## src/rtl/sysarr_input_skew_if.sv

```systemverilog
// Handshake and array-facing bus of the systolic-array input skew feeder.
interface sysarr_input_skew_if #(
  parameter int N  = 4,
  parameter int DW = 16
);
  logic              in_valid;
  logic              in_ready;
  logic [N*DW-1:0]   in_data;
  logic              in_last;
  logic              stall;
  logic [N*DW-1:0]   out_value;
  logic [N-1:0]      out_valid;
  logic              out_shift;
  logic              done;

  modport master (
    output in_valid, in_data, in_last, stall,
    input  in_ready, out_value, out_valid, out_shift, done
  );

  modport slave (
    input  in_valid, in_data, in_last, stall,
    output in_ready, out_value, out_valid, out_shift, done
  );
endinterface

```

## src/rtl/sysarr_input_skew.sv

```systemverilog
// Diagonal input skew for the systolic array: lane i is delayed i+1 advances.
// Optional perf counters (beat_cnt, stall_cnt) under SYSARR_SKEW_PERF_EN.
module sysarr_input_skew #(
  parameter int N  = 4,
  parameter int DW = 16
) (
  input  logic clk,
  input  logic nRST,
  sysarr_input_skew_if.slave bus
`ifdef SYSARR_SKEW_PERF_EN
  ,
  output logic [31:0] beat_cnt,
  output logic [31:0] stall_cnt
`endif
);
  localparam int CW = $clog2(N + 1);

  typedef enum logic [1:0] {IDLE, STREAM, DRAIN} state_t;

  state_t          state, state_nxt;
  logic [CW-1:0]   cnt, cnt_nxt;
  logic            done_nxt;
  logic            accept, adv;
  logic            shift_q, done_q;

  logic [N-1:0][DW-1:0] tail_dat;
  logic [N-1:0]         tail_vld;

  assign bus.in_ready = !bus.stall && (state != DRAIN);
  assign accept       = bus.in_valid && bus.in_ready;
  assign adv          = !bus.stall && (accept || state == DRAIN);

  // Lane i: i+1 stage chain; drain cycles push bubbles in at the head.
  for (genvar i = 0; i < N; i++) begin : g_lane
    logic [i:0]         vld;
    logic [i:0][DW-1:0] dat;

    always_ff @(posedge clk or negedge nRST) begin
      if (!nRST) begin
        vld <= '0;
        dat <= '0;
      end else if (adv) begin
        vld[0] <= accept;
        dat[0] <= accept ? bus.in_data[i*DW +: DW] : '0;
        for (int j = 1; j <= i; j++) begin
          vld[j] <= vld[j-1];
          dat[j] <= dat[j-1];
        end
      end
    end

    assign tail_vld[i] = vld[i];
    assign tail_dat[i] = dat[i];
  end

  assign bus.out_value = tail_dat;
  assign bus.out_valid = tail_vld;
  assign bus.out_shift = shift_q;
  assign bus.done      = done_q;

  // The last vector needs N advances to leave lane N-1; its own accepting
  // beat is the first of them, so the counter is primed with N-1 there.
  always_comb begin
    state_nxt = state;
    cnt_nxt   = cnt;
    done_nxt  = 1'b0;
    case (state)
      IDLE, STREAM: begin
        if (accept && bus.in_last) begin
          state_nxt = DRAIN;
          cnt_nxt   = CW'(N - 1);
        end else if (accept) begin
          state_nxt = STREAM;
        end
      end
      DRAIN: begin
        if (adv) begin
          cnt_nxt = cnt - CW'(1);
          if (cnt == CW'(1)) begin
            state_nxt = IDLE;
            done_nxt  = 1'b1;
          end
        end
      end
      default: state_nxt = IDLE;
    endcase
  end

  always_ff @(posedge clk or negedge nRST) begin
    if (!nRST) begin
      state   <= IDLE;
      cnt     <= '0;
      shift_q <= 1'b0;
      done_q  <= 1'b0;
    end else begin
      state   <= state_nxt;
      cnt     <= cnt_nxt;
      shift_q <= adv;
      done_q  <= done_nxt;
    end
  end

`ifdef SYSARR_SKEW_PERF_EN
  logic tile_start;
  assign tile_start = accept && (state == IDLE);

  always_ff @(posedge clk or negedge nRST) begin
    if (!nRST) begin
      beat_cnt  <= '0;
      stall_cnt <= '0;
    end else begin
      if (tile_start)
        beat_cnt <= 32'd1;
      else if (accept && beat_cnt != '1)
        beat_cnt <= beat_cnt + 32'd1;
      if (tile_start)
        stall_cnt <= '0;
      else if (bus.stall && state != IDLE && stall_cnt != '1)
        stall_cnt <= stall_cnt + 32'd1;
    end
  end
`endif
endmodule

```

## src/flat_wrapper.sv

```systemverilog
// flat-port wrapper written by rule: the top's interface ports become plain ports
module sysarr_input_skew_flat 
#(
  parameter int N  = 4,
  parameter int DW = 16
)
  (clk, nRST, bus_in_valid, bus_in_data, bus_in_last, bus_stall, bus_in_ready, bus_out_value, bus_out_valid, bus_out_shift, bus_done);
  sysarr_input_skew_if #(.N(N), .DW(DW)) bus_i ();
  input  logic clk;
  input  logic nRST;
  input wire logic [$bits(bus_i.in_valid)-1:0] bus_in_valid;
  input wire logic [$bits(bus_i.in_data)-1:0] bus_in_data;
  input wire logic [$bits(bus_i.in_last)-1:0] bus_in_last;
  input wire logic [$bits(bus_i.stall)-1:0] bus_stall;
  output wire logic [$bits(bus_i.in_ready)-1:0] bus_in_ready;
  output wire logic [$bits(bus_i.out_value)-1:0] bus_out_value;
  output wire logic [$bits(bus_i.out_valid)-1:0] bus_out_valid;
  output wire logic [$bits(bus_i.out_shift)-1:0] bus_out_shift;
  output wire logic [$bits(bus_i.done)-1:0] bus_done;
  assign bus_i.in_valid = bus_in_valid;
  assign bus_i.in_data = bus_in_data;
  assign bus_i.in_last = bus_in_last;
  assign bus_i.stall = bus_stall;
  assign bus_in_ready = bus_i.in_ready;
  assign bus_out_value = bus_i.out_value;
  assign bus_out_valid = bus_i.out_valid;
  assign bus_out_shift = bus_i.out_shift;
  assign bus_done = bus_i.done;
  sysarr_input_skew #(.N(N), .DW(DW)) u_core (.clk(clk), .nRST(nRST), .bus(bus_i));
endmodule
```

## config.mk

```make
export PLATFORM = sky130hd
export DESIGN_NAME = sysarr_input_skew_flat
export DESIGN_NICKNAME = d
export VERILOG_FILES = /design/src/rtl/sysarr_input_skew_if.sv /design/src/rtl/sysarr_input_skew.sv /design/src/flat_wrapper.sv
export SDC_FILE = /design/constraint.sdc
export NUM_CORES = 1
export LEC_CHECK = 0
export ABC_AREA = 0
export BUFFER_PORTS_ARGS = -buffer_cell sky130_fd_sc_hd__buf_2
export CAP_MARGIN = 10
export CORE_MARGIN = 2
export CORE_UTILIZATION = 40
export CTS_CLUSTER_DIAMETER = 150
export DETAILED_ROUTE_END_ITERATION = 10
export GPL_TIMING_DRIVEN = 0
export HOLD_SLACK_MARGIN = 0.03
export PLACE_DENSITY = 0.75
export SYNTH_ARGS = -nofsm -noshare
export SYNTH_HDL_FRONTEND = slang
export SYNTH_SLANG_ARGS = --single-unit
```

## constraint.sdc

```tcl
create_clock -name clk -period 1.4 [get_ports clk]
set_input_delay 0.07 -clock clk [delete_from_list [all_inputs] [get_ports clk]]
set_output_delay 0.07 -clock clk [all_outputs]
set_load 0.02 [all_outputs]
```

# Word-level counts from Yosys, hierarchy flattened
# Cells that the tools add are included.
[totals]
ff_bits = 177
latch_bits = 0
ram_bits = 0
romBits = 0
input_bits = 69
wordCells = 53
mem_count = 0
[classes]
addsub = 1
multipliers = 0
n_div = 0
magnitude_cmp = 0
eq_ne = 8
n_shift = 0
n_mux = 15
n_bitwise = 0
reduce_logical = 11
[ops]
columns = ["op", "count"]
rows = [
  ["$mux 16", 4],
  ["$mux 2", 4],
  ["$mux 3", 2],
  ["$pmux 3 s2", 1],
  ["$reduce_and 3->1", 2],
  ["$logic_and 1x1->1", 4],
  ["$ne 2x1->1 const B", 2],
  ["$ne 2x2->1 const B", 2],
  ["$pmux 2 s2", 1],
  ["$eq 3x1->1 const B", 1],
  ["$mux 1", 3],
  ["$ne 3x1->1 const B", 1],
  ["$sub 3x1->3 const B", 1],
  ["$eq 2x1->1 const B", 1],
  ["$eq 2x2->1 const B", 1],
  ["$logic_not 2->1", 1],
  ["$reduce_bool 2->1", 1],
  ["$reduce_or 2->1", 1],
  ["$logic_not 1->1", 1],
  ["$logic_or 1x1->1", 1],
]

# Depth between registers and ports, before layout
# Gate-level depths: netlist of the first run.
[depth]
depth_word = 7
depth_mapped = 6

# Least setup slack after synthesis of the first run
# No wires, ideal clock.
[synth_path]
kind = "register to register"
from = "reg u_core.state[1]"
to = "reg u_core.g_lane[1].dat (netlist bit u_core.bus.out_value[16])"
t_arrival_ns = 1.353
required_time_ns = 1.273
setup_slack_ns = -0.080
path_stages_with_launch = 6
n_path_buf = 2
cell_sequence = "dfrtp_1 -> and2b_4 -> o21bai_2 -> buf_6 -> buf_6 -> mux2_1"
[synth_via]
elab_chain_len = 5
elab_cells_between_ends = 6
[synth_lines]
columns = ["element", "line_no", "source"]
rows = [
  ["start, declared", "sysarr_input_skew.sv:20", "state_t state, state_nxt;"],
  ["start signal, assigned", "sysarr_input_skew.sv:96", "state <= state_nxt;"],
  ["$ne 2x2->1", "sysarr_input_skew.sv:29", "assign bus.in_ready = !bus.stall && (state != DRAIN);"],
  ["$logic_and 1x1->1", "sysarr_input_skew.sv:29", ""],
  ["$logic_and 1x1->1", "sysarr_input_skew.sv:30", "assign accept = bus.in_valid && bus.in_ready;"],
  ["$logic_or 1x1->1 (*)", "sysarr_input_skew.sv:31", "assign adv = !bus.stall && (accept || state == DRAIN);"],
  ["$logic_and 1x1->1 (*)", "sysarr_input_skew.sv:31", ""],
  ["end signal, assigned by index", "sysarr_input_skew.sv:47", "dat[j] <= dat[j-1];"],
  ["end, declared", "sysarr_input_skew.sv:36", "logic [i:0][DW-1:0] dat;"],
]
# Mark *: on every way between the ends. The rest lies on a longest branch, timed or not.
# A chain may end at the register's enable or synchronous reset.

# Worst setup path in the final report of the first run
[layout_path]
from = "reg u_core.state[1]"
to = "reg u_core.g_lane[1].dat (netlist bit u_core.bus.out_value[23])"
# The elaborated chain is that of the path after synthesis.

==> summary.txt, run 1 <==
==================================================================================================
Outcome                                                                               finished with violations
Failing checks                                                                        setup timing
Launching element type of the critical path                                              flip-flop
Worst slew pin tran                                                                       0.527 ns
Sequential group share of total power                                                        39.3%
X dimension of the die                                                                      133 um
Static Leakage                                                                          0.00508 uW
Part of the power in combinational logic                                                     34.9%
Wire length reported by the detailed router                                               15500 um
Multiplexer fraction of the synthesized cell area                                            16.6%
Most common library cell in the layout ignoring fill and taps                         sky130_fd_sc_hd__dfrtp_1
Number of global-route vias before repair                                                     4821
Remaining design rule violation count                                                            0
Top library cells by usage in the layout, fill and taps aside                         171 x sky130_fd_sc_hd__dfrtp_1, 139 x sky130_fd_sc_hd__buf_2, 90 x sky130_fd_sc_hd__mux2_4
Clock Latency Late Sink                                                                    0.42 ns
Total overflow reported by the global router                                                     0
Wire length per cell after detailed routing                                                17.2 um
Crit path arrival time                                                                     1.91 ns
Share of the cycle needed by the critical path after routing                                  115%
Level count of the clock H-tree                                                                  4
Worst hold-check path type                                                                  in2reg
Starting utilization of the core area                                                        40.7%
Required time at the worst-slack endpoint                                                  1.70 ns
Post-layout nets                                                                               743
Compound-gate portion of the synthesized area                                                9.35%
Fraction of final layout cells sized beyond drive strength 1                                 50.2%
Worst supply voltage drop on vdd                                                         0.00106 V
DRC violation total after the first TritonRoute iteration                                      112
Global routing usage on met3                                                                 4.38%
Root buffer selected by CTS                                                           sky130_fd_sc_hd__clkbuf_16
Initial antenna violation count                                                                  0
Buffers added on ports                                                                         138
Main combinational cell family by area after synthesis                                multiplexers
Post-Synth Adder-Cell Area                                                                  0.373%
Share of the synthesized area in the top cell type                                           63.8%
Combined area of the multi-input logic cells                                            2220 sq um
Max stage delay cell, worst path                                                      sky130_fd_sc_hd__dfrtp_1
CP Cell Sequence                                                                      and2b_4 -> o21bai_4 -> buf_12 -> buf_16 -> buf_12 -> mux2_4
CTS tree                                                                                      done
Met1 usage in global routing                                                                 23.6%
Tot GR Track Use                                                                             18.3%
Number of violations of the max-capacitance limit                                                0
Number of rows in the core area                                                                 47
Post-synthesis area per instance                                                        15.3 sq um
Setup repair after global routing missed its margin                                           true
Synthesized netlist cell count                                                                 438
Die area                                                                               17800 sq um
Top-level port count                                                                           140
Relative slew margins                                                                        64.9%
Fin Clk Skew                                                                            0.00776 ns
Tmin final                                                                                 1.61 ns
CTS max path bufs                                                                                2
Vias per cell                                                                                 4.79
First-pass GRT wire length                                                                25300 um
Number of clock sinks                                                                          171
Relative area change from synthesis to final layout                                          44.8%
Peak-usage layer in the global routing report                                                 met2
Detail Placement HPWL                                                                      9310 um
Power per unit of standard cell area                                                  2080 nW/um^2
Clock buffers created by TritonCTS                                                              17
Die Height                                                                                  133 um
Post-route ant nets                                                                              0
Std-Cell Core Area                                                                     16500 sq um
Setup TNS                                                                                -24.61 ns
Power dissipated by switching net loads                                                    5900 uW
Sequential cell area                                                                    4280 sq um
Cell seen most often among critical-path stages                                       sky130_fd_sc_hd__buf_12
Crit Path Category                                                                         reg2reg
Max Transition Viols Final                                                                       0
Simple-Gate Fraction of Synth Area                                                           1.18%
Iteration count of the initial detailed-routing pass                                             4
Number of setup violations in the final report                                                 165
Warnings, synthesis                                                                              0
Xor and xnor area share after synthesis                                                     0.131%
GRT met2 Usage                                                                               30.8%
Hold Violations, Final                                                                           0
Sequential-to-total area share from yosys stat                                               63.8%
#FFs+latches synth                                                                             171
Area leader, netlist                                                                  sky130_fd_sc_hd__dfrtp_1
Total of fill cells in the finished design                                                    1282
Antenna Cells                                                                                    0
Design internal power                                                                     14300 uW
Switching Fraction                                                                           29.2%
Syn nets                                                                                       509
Vias                                                                                          4336
Slowest Stage Delay on Critical Path                                                       0.39 ns
Top cells by area, synth                                                              sky130_fd_sc_hd__dfrtp_1 64%, sky130_fd_sc_hd__mux2_1 17%, sky130_fd_sc_hd__a22o_1 8.4%
Fmax                                                                                       622 MHz
Post-route total power                                                                    20200 uW
Clock transition time at the flip-flop clock pins of the worst setup and hold paths        0.06 ns
Number of placed instances, taps included                                                      797
Final worst hold slack                                                                   0.0881 ns
Gpl congestion                                                                               0.721
Largest net degree at the start of global routing                                              107
Sort of element at the end of the critical path                                          flip-flop
Summed instance area of the synthesized netlist                                         6710 sq um
Clock network fraction of design power                                                       25.9%
Synth cell types                                                                                25
Post-Layout Cell Count                                                                         905
Peak fanout along the critical path                                                             10
Post-route worst setup slack                                                             -0.208 ns
==================================================================================================
## Yosys cell counts (all sizes together)
master	n
clkbuf	3
buf	72
a22o	64
and3	1
a31oi	1
a2bb2oi	2
and2b	1
o21bai	1
nor2	6
nand2b	2
mux2	99
nor3b	1
nand3b	1
ha	2
xnor2	1
dfrtp	171
inv	4
a31o	1
nor4bb	1
a21o	1
a21oi	3
## critical path: cells and delay by family (launching register included)
kind / cells / cell delay (ns)
AOI/OAI and AO/OA: 1 / 0.13
buffers and inverters: 3 / 0.44
DFF: 1 / 0.39
muxes: 1 / 0.31
and+or+nand+nor: 1 / 0.19
## final cells by class
cell class	instances	area share, %
timing repair buffer	215	15.8
buffer	75	7.41
clock buffer	23	4.92
tap	220	2.83
multi-input combinational	188	22.9
inverter	4	0.155
clock inverter	9	1.91
sequential	171	44.1
## layer usage
metal,part of all wire [%],wire [um]
met1,45,6910
met3,3.4,534
met2,51,7910
met5,0,0
met4,1.1,178
## power by group through the flow
stage	Sequential [uW]	Combinational (uW)	Clock, uW
floorplan	7800	3770	0
global placement	7750	5270	0
detailed placement	7890	5470	0
CTS	7870	6690	5350
global route	8180	7530	5580
finish	7940	7050	5230
## timing repair
action                                  CTS  global route
setup buffers                             5             2
pin swaps                                11             7
hold endpoints to repair                134             0
endpoints found under the setup margin  168           167
gates cloned                              2             1
hold buffers                             67             0
resized for setup                       100            34
## logic make-up after synthesis
group / Yosys count
AOI/OAI and AO/OA: 73
xor gates and xnor gates: 1
adders and majority gates: 2
buffers and inverters: 79
DFF: 171
muxes: 99
and+or+nand+nor: 13
## final timing paths
kind	start	end	slack, ns	cells past startpoint
setup / recovery	u_core.state[1]	u_core.bus.out_value[23]	-0.21	6
hold / removal	bus_stall	u_core.cnt[0]	0.09	3
setup reg to reg	u_core.state[1]	u_core.bus.out_value[23]	-0.21	6
hold reg to reg	u_core.g_lane[3].dat[26]	u_core.g_lane[3].dat[26]	0.49	1
max in group asynchronous	nRST	u_core.g_lane[2].dat[23]	0.34	3
min in group asynchronous	nRST	u_core.g_lane[2].dat[15]	0.17	2
## flip-flops by register name, indices dropped and copies added, names as in the netlist
signal / count
u_core.bus.out_value: 48
u_core.g_lane.dat: 112
u_core.state: 2
u_core.bus.out_shift: 1
u_core.bus.done: 1
u_core.cnt: 3
u_core.g_lane.vld: 4
## per-stage QoR
stage | util (%) | instance area (sq um) | worst slack [ns]
4_1_cts | 57.9 | 9540 | -0.222
3_3_place_gp | 46.7 | 7700 | -2.15
6_report | 59.0 | 9710 | -0.208
2_1_floorplan | - | 6730 | -0.0551
3_5_place_dp | 47.0 | 7730 | -0.397
5_1_grt | 59.0 | 9710 | -0.245
Note: power is estimated with default switching activity, not from simulation.
==> run 2, diff against run 1 <==
ABC_AREA = 1   (was 0)
BUFFER_PORTS_ARGS = -buffer_cell sky130_fd_sc_hd__buf_4   (was -buffer_cell sky130_fd_sc_hd__buf_2)
CAP_MARGIN = 20   (was 10)
==> run 2 against run 1 <==
The flow now finishes without violations. Synthesized cell count is 67% higher. Die area is 1.8% higher. Global-route usage is 0.42 points higher. Sequential power is 3.9% lower. Design area is 0.58% lower. Hold slack worse by 0.059 ns. Critical endpoint is now u_core.g_lane[3].dat[45].
==> summary.txt, run 2 <==
==================================================================================================
Worst slew pin tran                                                                       0.621 ns
Max Transition Viols Final                                                                       0
Post-route worst setup slack                                                             0.0681 ns
Number of clock sinks                                                                          171
#FFs+latches synth                                                                             171
Most repeated cell in the gate-level netlist after synthesis                          sky130_fd_sc_hd__nand2_1
Post-synth ARST share                                                                         100%
Crit path arrival time                                                                     1.64 ns
Synth cell types                                                                                17
DRC violation total after the first TritonRoute iteration                                      421
Wire length per cell after detailed routing                                                13.6 um
Sequential group share of total power                                                        40.2%
Max stage delay cell, worst path                                                      sky130_fd_sc_hd__dfrtp_1
Worst hold-check path type                                                                  in2reg
Most common library cell in the layout ignoring fill and taps                         sky130_fd_sc_hd__nand2_1
Clock Latency Late Sink                                                                    0.42 ns
Total overflow reported by the global router                                                     0
Slowest Stage Delay on Critical Path                                                       0.37 ns
Area leader, netlist                                                                  sky130_fd_sc_hd__dfrtp_1
List of most frequent post-synthesis cells                                            298 x sky130_fd_sc_hd__nand2_1, 171 x sky130_fd_sc_hd__dfrtp_1, 71 x sky130_fd_sc_hd__o21ai_1
Power per unit of standard cell area                                                  1970 nW/um^2
Main flop type after synthesis                                                        sky130_fd_sc_hd__dfrtp_1
Startpoint of the most critical register-to-register path                             u_core.state[0]
Largest register by flop count                                                        u_core.g_lane.dat
Buffers added on ports                                                                         139
Remaining design rule violation count                                                            0
Relative area change from synthesis to final layout                                          41.3%
Die Height                                                                                  135 um
Crit Path Category                                                                         reg2reg
Top-level port count                                                                           140
Post-route ant nets                                                                              0
CP Cell Sequence                                                                      inv_1 -> nand2_2 -> nor2_4 -> nor2_4 -> buf_8 -> buf_4 -> nand2_1 -> nand2_1
Warnings, synthesis                                                                              0
Final worst hold slack                                                                   0.0286 ns
Peak fanout along the critical path                                                             10
Worst supply voltage drop on vdd                                                        0.000924 V
Number of global-route vias before repair                                                     5441
Synthesized netlist cell count                                                                 733
Root buffer selected by CTS                                                           sky130_fd_sc_hd__clkbuf_16
Switching Fraction                                                                           32.5%
Relative slew margins                                                                        58.6%
Fraction of final layout cells sized beyond drive strength 1                                 27.7%
Required time at the worst-slack endpoint                                                  1.71 ns
Flip-flop count of the largest register after layout                                           112
Static Leakage                                                                          0.00505 uW
Hold Violations, Final                                                                           0
Launching element type of the critical path                                              flip-flop
Worst setup slack after placement                                                       -0.0613 ns
Launching element of the worst setup path                                             u_core.state[0]
Power dissipated by switching net loads                                                    6160 uW
Fraction of the core area covered by cells at the end of the flow                            58.0%
Share of the synthesized area in the top cell type                                           62.6%
Antenna Cells                                                                                    0
Vias                                                                                          5411
Hold wc startpoint                                                                       bus_stall
Detail Placement HPWL                                                                     10400 um
Part of the power in combinational logic                                                     34.0%
CTS max path bufs                                                                                2
Design internal power                                                                     12800 uW
Top library cells by usage in the layout, fill and taps aside                         297 x sky130_fd_sc_hd__nand2_1, 202 x sky130_fd_sc_hd__buf_4, 171 x sky130_fd_sc_hd__dfrtp_1
CTS tree                                                                                      done
Initial antenna violation count                                                                  0
Share of the cycle needed by the critical path after routing                                 95.1%
Clock network fraction of design power                                                       25.9%
Setup repair after global routing missed its margin                                           true
Std-Cell Core Area                                                                     16600 sq um
Clock transition time at the flip-flop clock pins of the worst setup and hold paths        0.06 ns
Number of violations of the max-capacitance limit                                                0
Vias per cell                                                                                 4.53
Tmin final                                                                                 1.33 ns
Iteration count of the initial detailed-routing pass                                             4
Post-synthesis area per instance                                                        9.32 sq um
Outcome                                                                               finished clean
Wire length reported by the detailed router                                               16200 um
X dimension of the die                                                                      135 um
Summed instance area of the synthesized netlist                                         6830 sq um
Clock buffers created by TritonCTS                                                              17
Fmax                                                                                       751 MHz
Largest net degree at the start of global routing                                              126
Sequential-to-total area share from yosys stat                                               62.6%
Post-layout nets                                                                              1032
Starting utilization of the core area                                                        41.0%
Total of fill cells in the finished design                                                    1427
Gpl congestion                                                                               0.775
Count of flip-flops with a built-in enable after synthesis                                       0
Sort of element at the end of the critical path                                          flip-flop
Number of rows in the core area                                                                 47
Die area                                                                               18100 sq um
Syn nets                                                                                       804
Top cells by area, synth                                                              sky130_fd_sc_hd__dfrtp_1 63%, sky130_fd_sc_hd__nand2_1 16%, sky130_fd_sc_hd__buf_4 5.6%
Tot GR Track Use                                                                             18.8%
First-pass GRT wire length                                                                26600 um
Level count of the clock H-tree                                                                  4
Number of setup violations in the final report                                                   0
Fin Clk Skew                                                                            0.00721 ns
==================================================================================================
-- run 2: cell count changes after synthesis, sizes merged, moves of 3 or more --
cell	before	now
nand3	0	3
nand2	0	298
clkbuf	3	0
a22o	64	0
o21ai	0	103
mux2	99	0
inv	4	61
buf	72	84
-- run 2: repair_timing --
action | CTS | global route
endpoints found under the hold margin | 114 | 1
pin swaps | 0 | 1
setup endpoints to repair | 119 | 167
setup buffers | 0 | 2
hold buffers | 66 | 1
gates resized for setup | 1 | 77
-- run 2: power groups by stage --
stage                     Clock, uW  Combinational (uW)  Sequential, uW
after global routing           5200                7140            7860
final                          4920                6450            7630
after detailed placement          0                6100            7690
after floorplan                   0                3800            7660
after global placement            0                5950            7630
after CTS                      5020                6280            7620
-- run 2: cell families after synthesis --
group / synth area share (%)
compound gates: 7.80
fa+ha+maj: 0.366
buf+inv: 11.8
flops: 62.6
simple gates: 17.4
-- run 2: per-layer routing --
metal	vias up	GRT usage [%]	part of all wire (%)
li1	2666	-	-
met1	2559	23.8	44
met2	148	30.6	48
met3	38	3.87	4.3
met4	0	9.47	3.4
met5	-	0	0
-- run 2: stage by stage --
stage               instance area, sq um  TNS, ns  total power (uW)  cells
global placement                    8150  -119.51             13600   1092
detailed placement                  8190    -1.87             13800   1093
finish                              9650        0             19000   1194
global route                        9650   -0.303             20200   1194
CTS                                 9470    -2.41             18900   1191
floorplan                           6830        0             11500    733
-- run 2: worst max-delay path: cells and delay by family, from the launching register on --
family / cells / cell delay [ns]
flops: 1 / 0.37
simple gates: 5 / 0.43
buf+inv: 3 / 0.40
-- run 2: cell type report --
type	count	area (sq um)	area share (%)
plain buffers	84	708	7.34
inverters	61	231	2.40
repair buffers	209	1760	18.3
flip-flops and latches	171	4280	44.3
clock inverters	9	135	1.40
well taps	220	275	2.85
multi-input cells	417	1770	18.4
clock buffers	23	488	5.05
-- run 2: path summary, 6_finish.rpt --
path                                             to  slack, ns  cells past startpoint
max                        u_core.g_lane[3].dat[45]       0.07                      8
min                                   u_core.cnt[2]       0.03                      5
max reg2reg                u_core.g_lane[3].dat[45]       0.07                      8
min reg2reg                u_core.bus.out_value[33]       0.47                      2
max in group asynchronous  u_core.bus.out_value[52]       0.33                      3
min in group asynchronous  u_core.bus.out_value[17]       0.14                      2
==> run 3, diff against run 2 <==
ABC_AREA = not set   (was 1)
CORE_ASPECT_RATIO = 0.6   (was not set)
CORE_UTILIZATION = 49   (was 40)
PLACE_DENSITY = 0.87   (was 0.75)
==> run 3 against run 2 <==
The run now ends with setup timing left. Via count shrank 17%. Sequential power grew 3.9%. Maximum frequency shrank 14%.
==> summary.txt, run 3 (synthesized netlist as in run 1, its figures left out) <==
==================================================================================================
Post-route worst setup slack                                                             -0.153 ns
Post-route ant nets                                                                              0
Top library cells by usage in the layout, fill and taps aside                         194 x sky130_fd_sc_hd__buf_4, 171 x sky130_fd_sc_hd__dfrtp_1, 87 x sky130_fd_sc_hd__mux2_1
Vias per cell                                                                                 5.15
Switching Fraction                                                                           31.6%
Wire length reported by the detailed router                                               16100 um
Max Transition Viols Final                                                                       0
Design internal power                                                                     13400 uW
X dimension of the die                                                                      155 um
Die Height                                                                                 94.6 um
DRC violation total after the first TritonRoute iteration                                      202
Post-Layout Cell Count                                                                         869
Number of violations of the max-capacitance limit                                                0
Total of fill cells in the finished design                                                     863
Clock Latency Late Sink                                                                    0.42 ns
Static Leakage                                                                          0.00496 uW
Initial antenna violation count                                                                  0
Post-place instance area                                                                8020 sq um
Worst supply voltage drop on vdd                                                         0.00117 V
CTS tree                                                                                      done
Number of rows in the core area                                                                 33
Gpl congestion                                                                               0.774
Largest register by flop count                                                        u_core.g_lane.dat
Clock buffers created by TritonCTS                                                              17
Worst hold-check path type                                                                  in2reg
Crit Path Category                                                                         reg2reg
Wire length per cell after detailed routing                                                18.5 um
Root buffer selected by CTS                                                           sky130_fd_sc_hd__clkbuf_16
Level count of the clock H-tree                                                                  4
Fmax                                                                                       644 MHz
Fin Clk Skew                                                                            0.00792 ns
Hold path cells                                                                                  4
Buffers added on ports                                                                         138
Share of the cycle needed by the critical path after routing                                  111%
Peak fanout along the critical path                                                             10
Clock transition time at the flip-flop clock pins of the worst setup and hold paths        0.07 ns
Largest net degree at the start of global routing                                               96
Worst-case reg-to-reg path depth                                                                 5
Final instance area                                                                     9790 sq um
Detail Placement HPWL                                                                      9750 um
Worst slew pin tran                                                                       0.705 ns
Crit path arrival time                                                                     1.85 ns
Launching element type of the critical path                                              flip-flop
First-pass GRT wire length                                                                24200 um
Number of global-route vias before repair                                                     4645
Iteration count of the initial detailed-routing pass                                             6
Top-level port count                                                                           140
Failing checks                                                                        setup timing
Starting utilization of the core area                                                        49.7%
Sequential cell area                                                                    4280 sq um
Clock network fraction of design power                                                       25.0%
Power per unit of standard cell area                                                  2010 nW/um^2
Required time at the worst-slack endpoint                                                  1.70 ns
Number of placed instances, taps included                                                      752
Die area                                                                               14700 sq um
Tot GR Track Use                                                                             21.6%
Total overflow reported by the global router                                                     0
Relative slew margins                                                                        53.0%
CTS max path bufs                                                                                2
Antenna Cells                                                                                    0
Most common library cell in the layout ignoring fill and taps                         sky130_fd_sc_hd__buf_4
Power dissipated by switching net loads                                                    6210 uW
Number of clock sinks                                                                          171
Sequential group share of total power                                                        40.3%
Post-layout nets                                                                               752
Relative area change from synthesis to final layout                                          46.0%
Setup repair after global routing missed its margin                                           true
Outcome                                                                               finished with violations
Sort of element at the end of the critical path                                          flip-flop
Tmin final                                                                                 1.55 ns
Hold Violations, Final                                                                           0
Fraction of final layout cells sized beyond drive strength 1                                 40.6%
Part of the power in combinational logic                                                     34.7%
Remaining design rule violation count                                                            0
Setup slack on the worst flop-to-flop path                                                -0.15 ns
Std-Cell Core Area                                                                     13500 sq um
Number of setup violations in the final report                                                 162
Flip-flop count of the largest register after layout                                           112
Combined area of the multi-input logic cells                                            1920 sq um
Vias                                                                                          4472
==================================================================================================
[run 3: layout make-up]
class | instances | area share, %
timing repair buffer | 224 | 20.9
sequential | 171 | 43.7
clock inverter | 15 | 2.03
multi-input combinational | 188 | 19.6
buffer | 75 | 7.08
inverter | 4 | 0.153
clock buffer | 17 | 4.34
tap | 175 | 2.24
[run 3: worst max-delay path, stage by stage, from the launching register on]
cell	delay, ns
sky130_fd_sc_hd__dfrtp_1	0.40
sky130_fd_sc_hd__and2b_4	0.19
sky130_fd_sc_hd__o21bai_4	0.15
sky130_fd_sc_hd__buf_12	0.17
sky130_fd_sc_hd__buf_6	0.17
sky130_fd_sc_hd__mux2_1	0.35
[run 3: timing repair]
action                                  CTS  global route
gates cloned                              0             9
setup buffers                             8             1
gates resized for setup                  46             9
endpoints found under the hold margin   144             0
endpoints found under the setup margin  168           167
hold buffers                             67             0
pin swaps                                 0            30
[run 3: worst paths after layout]
| check | start | to |
|---|---|---|
| setup reg to reg | u_core.state[1] | u_core.g_lane[2].dat[16] |
| min in group asynchronous | nRST | u_core.bus.out_value[53] |
| max in group asynchronous | nRST | u_core.g_lane[0].dat[14] |
| hold reg to reg | u_core.g_lane[3].dat[43] | u_core.bus.out_value[59] |
| hold / removal | bus_in_valid | u_core.state[0] |
| setup / recovery | u_core.state[1] | u_core.g_lane[2].dat[16] |
[run 3: power groups by stage]
stage	clock [uW]	combinational [uW]	sequential (uW)
after floorplan	0	3770	7800
after global placement	0	5790	7770
after detailed placement	0	6030	7940
after CTS	4970	6550	7890
after global routing	5180	7270	8120
final	4910	6820	7930
[run 3: stage by stage]
stage | setup WS, ns | power (uW) | utilization [%] | setup TNS, ns | hold WS (ns)
after global placement | -0.549 | 13600 | 59.1 | -118.93 | 0.278
final | -0.153 | 19700 | 72.5 | -18.95 | 0.121
after CTS | -0.164 | 19400 | 70.6 | -17.23 | 0.101
after global routing | -0.227 | 20600 | 72.5 | -27.20 | 0.145
after detailed placement | -0.354 | 14000 | 59.4 | -36.78 | 0.142
after floorplan | -0.0551 | 11600 | - | -4.56 | -0.226
[run 3: per-layer routing]
metal  routed length (um)  global-route usage (%)
met4                  198                    5.02
met5                    0                       0
met3                  803                    5.83
met1                 7140                    27.5
met2                 7950                    37.7
